### src/rtl/regfile_scoreboarded.sv
// rtl/regfile_scoreboarded.sv - parametrised register file with per-register pending-write scoreboard
module regfile_scoreboarded #(
  parameter  int WORD_SIZE = 32,
  parameter  int NUM_REGS  = 32,
  parameter  int NUM_READ  = 2,
  parameter  int NUM_WRITE = 2,
  parameter  int PEND_W    = 2,
  parameter  bit BYPASS    = 1'b1,
  localparam int TAG_W     = $clog2(NUM_REGS)
) (
  input  logic                           clock,
  input  logic                           reset_n,
  input  logic [NUM_READ*TAG_W-1:0]      rd_tag,
  output logic [NUM_READ*WORD_SIZE-1:0]  rd_value,
  output logic [NUM_READ-1:0]            rd_pending,
  input  logic [NUM_WRITE-1:0]           wr_en,
  input  logic [NUM_WRITE*TAG_W-1:0]     wr_tag,
  input  logic [NUM_WRITE*WORD_SIZE-1:0] wr_value,
  input  logic                           issue_valid,
  input  logic [TAG_W-1:0]               issue_tag,
  output logic                           issue_ready,
  input  logic                           flush,
  output logic                           underflow_err
);

  // Sum width holds count + one issue and compares against up to NUM_WRITE decrements.
  localparam int DEC_W = $clog2(NUM_WRITE + 1);
  localparam int SUM_W = PEND_W + DEC_W + 1;
  localparam logic [PEND_W-1:0] PMAX = '1;

  logic [WORD_SIZE-1:0] r_regs [NUM_REGS];
  logic [PEND_W-1:0]    r_cnt  [NUM_REGS];
  logic                 r_underflow;

  logic                 w_issue_ready;
  logic [SUM_W-1:0]     w_dec      [NUM_REGS];
  logic [SUM_W-1:0]     w_sum      [NUM_REGS];
  logic [PEND_W-1:0]    w_cnt_next [NUM_REGS];
  logic [WORD_SIZE-1:0] w_reg_next [NUM_REGS];
  logic                 w_uf_hit;

  // Register 0 never holds a producer, so issuing to it is always accepted.
  assign w_issue_ready = (issue_tag == '0) || (r_cnt[issue_tag] != PMAX);
  assign issue_ready   = w_issue_ready;
  assign underflow_err = r_underflow;

  // Decode writeback ports: count hits per register and pick the highest-index port's data.
  always_comb begin
    for (int r = 0; r < NUM_REGS; r++) begin
      w_dec[r]      = '0;
      w_reg_next[r] = r_regs[r];
    end
    for (int j = 0; j < NUM_WRITE; j++) begin
      for (int r = 1; r < NUM_REGS; r++) begin
        if (wr_en[j] && (wr_tag[j*TAG_W +: TAG_W] == TAG_W'(r))) begin
          w_dec[r]      = w_dec[r] + SUM_W'(1);
          w_reg_next[r] = wr_value[j*WORD_SIZE +: WORD_SIZE];
        end
      end
    end
  end

  // Next pending count: add an accepted issue, subtract writebacks, clamp at zero; flush wins.
  always_comb begin
    w_uf_hit      = 1'b0;
    w_sum[0]      = '0;
    w_cnt_next[0] = '0;
    for (int r = 1; r < NUM_REGS; r++) begin
      w_sum[r] = SUM_W'(r_cnt[r])
               + SUM_W'(issue_valid && w_issue_ready && (issue_tag == TAG_W'(r)));
      if (flush) begin
        w_cnt_next[r] = '0;
      end else if (w_sum[r] < w_dec[r]) begin
        w_cnt_next[r] = '0;
        w_uf_hit      = 1'b1;
      end else begin
        w_cnt_next[r] = PEND_W'(w_sum[r] - w_dec[r]);
      end
    end
  end

  // Read ports: array lookup, optionally overridden by a same-cycle write; pending never bypassed.
  always_comb begin
    rd_value   = '0;
    rd_pending = '0;
    for (int i = 0; i < NUM_READ; i++) begin
      rd_value[i*WORD_SIZE +: WORD_SIZE] = r_regs[rd_tag[i*TAG_W +: TAG_W]];
      rd_pending[i] = (r_cnt[rd_tag[i*TAG_W +: TAG_W]] != '0);
      if (BYPASS) begin
        for (int j = 0; j < NUM_WRITE; j++) begin
          if (wr_en[j] && (rd_tag[i*TAG_W +: TAG_W] != '0) &&
              (wr_tag[j*TAG_W +: TAG_W] == rd_tag[i*TAG_W +: TAG_W])) begin
            rd_value[i*WORD_SIZE +: WORD_SIZE] = wr_value[j*WORD_SIZE +: WORD_SIZE];
          end
        end
      end
    end
  end

  // State update: data, counters and the sticky underflow flag; reset clears everything at once.
  always_ff @(posedge clock or negedge reset_n) begin
    if (!reset_n) begin
      for (int r = 0; r < NUM_REGS; r++) begin
        r_regs[r] <= '0;
        r_cnt[r]  <= '0;
      end
      r_underflow <= 1'b0;
    end else begin
      for (int r = 0; r < NUM_REGS; r++) begin
        r_regs[r] <= w_reg_next[r];
        r_cnt[r]  <= w_cnt_next[r];
      end
      r_underflow <= r_underflow | w_uf_hit;
    end
  end

endmodule

### config.mk
export PLATFORM = sky130hd
export DESIGN_NAME = regfile_scoreboarded
export DESIGN_NICKNAME = d
export VERILOG_FILES = /design/src/rtl/regfile_scoreboarded.sv
export SDC_FILE = /design/constraint.sdc
export NUM_CORES = 2
export LEC_CHECK = 0
export ABC_AREA = 0
export BUFFER_PORTS_ARGS = -buffer_cell sky130_fd_sc_hd__buf_2
export CAP_MARGIN = 20
export CORE_UTILIZATION = 50
export CTS_CLUSTER_SIZE = 14
export DETAILED_ROUTE_END_ITERATION = 12
export GPL_TIMING_DRIVEN = 0
export PLACE_DENSITY = 0.66
export RECOVER_POWER = 100
export REMOVE_ABC_BUFFERS = 1
export SLEW_MARGIN = 40
export SYNTH_ARGS = -nofsm -noshare
export SYNTH_HDL_FRONTEND = slang
export SYNTH_SLANG_ARGS = --single-unit
### constraint.sdc
create_clock -name clock -period 4.95 [get_ports clock]
set_input_delay 0.99 -clock clock [delete_from_list [all_inputs] [get_ports clock]]
set_output_delay 0.99 -clock clock [all_outputs]
set_load 0.005 [all_outputs]
==> flow_summary.toml <==
[clocking]
cts_htree_levels = 3
clockBufferDepth = 3
numClockSinks = 1055
root_buffer = "clkbuf_16"
clkTransAtPathRegs_ns = 0.06
cts_tree = "yes"
cts_buffers = 119
cts_hold_buf = 0
clk_latency_ns = 0.79

[global_routing]
grt_pass1_vias = 59826
grt_max_degree = 94
overflow = 0
grt_pass1_wl_mm = 400
grtUsageTotal = 0.377
antenna_found_initial = 13

[logic_synthesis]
synth-seq-cells = 1055
syn_inst = 7342
synth_top_area_frac = 0.371
syn_area_per_cell_sq_um = 9.68
synth_area_sq_um = 71100
synthTopCellsByCount = "1346 x mux2i_1, 1184 x nand2_1, 1055 x dfrtp_1, 1019 x o21ai_0, 490 x clkbuf_1"
yosys_warnings = 0
synth_ff_type = "dfrtp_1"
synth-edff-count = 0
synthArstFlopShare = 1.00
synthDistinctLibCells = 65
synth_area_leader_cell = "dfrtp_1"
seq_area_frac_synth = 0.371
synth.most_common_cell = "mux2i_1"
yosys-top-cells-area = "dfrtp_1 37%, mux2i_1 19%, mux4_2 8.9%"

[detailed_routing]
totalWireLength_mm = 276
viasPerCell = 6.76
antenna_left = 0
route.vias.total = 61342
drtIter0Drc = 8079
drc = 4
first_pass_iters = 12
wl_per_cell_microns = 30.4

[floorplan]
dieArea_sq_um = 144000
die_h_microns = 379
fp-row-count = 138
initial_core_util = 0.503
io_pins = 163
coreArea_sq_um = 141000
die_w_microns = 379

[run]
cap_violations = 31

[power]
power.density_nw_per_um2 = 356
combPwrFrac = 0.228
power.internal_w = 0.0193
switching_power_w = 0.00902
swShare = 0.319
leakagePower_nw = 36.9
peakVddDrop_mv = 0.298
seqPwrFrac = 0.430
clkPwrFrac = 0.342

[final_layout]
final_nets = 7358
drive_above_1_share = 0.144
multi_input_area_sq_um = 40500
fillers = 12175
regArea_sq_um = 26400
areaGrowthSynthToFinish_pct = 11.9

[timing]
final_max_slew_viol_count = 1066
finalClockSkew_ns = 0.0257
setup_viol = 14
maxSlewHeadroom = -0.607
timing.final.crit_share = 1.01
setup_slack_ns = -0.0683
tightest_slew_ns = 2.41
fin_crit_ns = 5.02
finalHoldViolCount = 0
max_freq_mhz = 199
whs_ns = 0.100

[critical_path]
start_kind = "primary input"
path_class = "in -> out"
arrival_ns = 4.03
critPathMaxFanout = 49
path_buf_inv = 4
path_cells = "buf_6, buf_16, nor2_1, nor4b_4, nand4b_4, buf_4, nand2_4, o221ai_2, buf_2"
critical_path.max_stage_delay_ns = 0.50
cp_num_cells = 9
rrSetupSlack_ns = 0.89
crit_path_end_kind = "output pin"
crit_path_top_delay_cell = "o221ai_2"
critical_path.top_delay_family = "simple AND/OR/NAND/NOR gates"
critPathRequiredTime_ns = 3.96
rr_worst_depth = 13

[placement]
globalplace.congestion = 0.832
dpl_worst_slack_ns = -0.783
dp.final_hpwl_mm = 178
port_buffers = 162

[status]
violations = "design-rule violations, max-capacitance violations, max-slew violations, negative setup slack"
status = "finished, violations left"

[min_path]
min_path_type = "in -> async"
## power by group through the flow
stage	clock (W)	combinational, W	sequential (W)
2_1_floorplan	0	0.00407	0.0117
3_3_place_gp	0	0.00620	0.0121
3_5_place_dp	0	0.00633	0.0122
4_1_cts	0.00967	0.00641	0.0121
5_1_grt	0.0100	0.00707	0.0124
6_report	0.00967	0.00645	0.0122
## final timing paths
check,start,to
max,rd_tag[2],rd_value[29]
min,reset_n,r_regs[907]$_DFFE_PN0P_
max reg2reg,r_cnt[3]$_DFF_PN0_,underflow_err$_DFF_PN0_
min reg2reg,underflow_err$_DFF_PN0_,underflow_err$_DFF_PN0_
max in group asynchronous,reset_n,r_regs[645]$_DFFE_PN0P_
min in group clock,underflow_err$_DFF_PN0_,underflow_err$_DFF_PN0_
## logic make-up (layout without fill, tap and decap cells)
group	after synthesis	in the layout	synth area share
AO/OA/AOI/OAI	1556	1556	0.123
XOR/XNOR	50	50	0.00616
adder cells (fa/ha/maj)	186	186	0.0360
buffers and inverters	1008	848	0.0625
flip-flops	1055	1055	0.371
multiplexers	1710	1710	0.297
other	0	8	0
AND/OR/NAND/NOR	1777	1777	0.104
## layout by cell type, fill, tap and decap left out, drive strengths merged, types with 31 or more instances in the layout
master / count
inv: 162
o22ai: 64
mux4: 307
xnor2: 42
nor3: 116
nand3: 138
a21oi: 139
o31a: 31
fa: 31
mux2i: 1346
dfrtp: 1055
mux2: 57
o21ai: 1052
nand2: 1188
nor2: 212
buf: 379
clkinv: 34
ha: 155
nor2b: 32
nand4: 39
clkbuf: 253
a211oi: 37
a22oi: 151
## registers in the layout, indices dropped and copies added (netlist names)
| signal | flops |
|---|---|
| r_cnt | 62 |
| r_regs | 992 |
| underflow_err | 1 |
## per-stage QoR
stage	utilization	TNS (ns)	power (W)	area [sq um]	std cells
after floorplan	-	-164.39	0.0158	67300	6495
after CTS	0.572	0	0.0282	80800	9062
after global routing	0.563	-0.0604	0.0294	79500	9075
final	0.563	-0.332	0.0283	79500	9080
after detailed placement	0.540	-16.16	0.0185	76200	8819
after global placement	0.499	-	0.0183	70400	8547
## cell type report
type | count | area share
antenna | 8 | 0.000252
timing repair buffer | 461 | 0.0682
inverter | 161 | 0.00769
sequential | 1055 | 0.332
clock inverter | 48 | 0.00747
tap | 1890 | 0.0297
multi-input combinational | 5279 | 0.509
clock buffer | 178 | 0.0454
## what timing repair did
item,4_1_cts,5_1_grt
gates cloned,7,7
endpoints found under the setup margin,57,17
setup buffers,10,3
gates resized for setup,15,3
pin swaps,3,0
## worst register-to-register path: stages (launching register included)
cell      delay, ns
dfrtp_1        0.42
nand3_1        0.10
o21ai_0        0.09
o21ai_0        0.46
nand3_1        0.27
nor2_1         0.27
ha_1           0.23
inv_1          0.06
fa_1           0.50
o31a_1         0.34
nor4_1         0.60
nand4_1        0.30
nor2_1         0.19
o21bai_1       0.07
## per-layer routing
layer,global-route usage,routed length [microns]
met5,0.00446,170
met4,0.236,20000
met3,0.109,33800
met2,0.555,119000
met1,0.486,103000
Power figures use the tool's default switching activity.
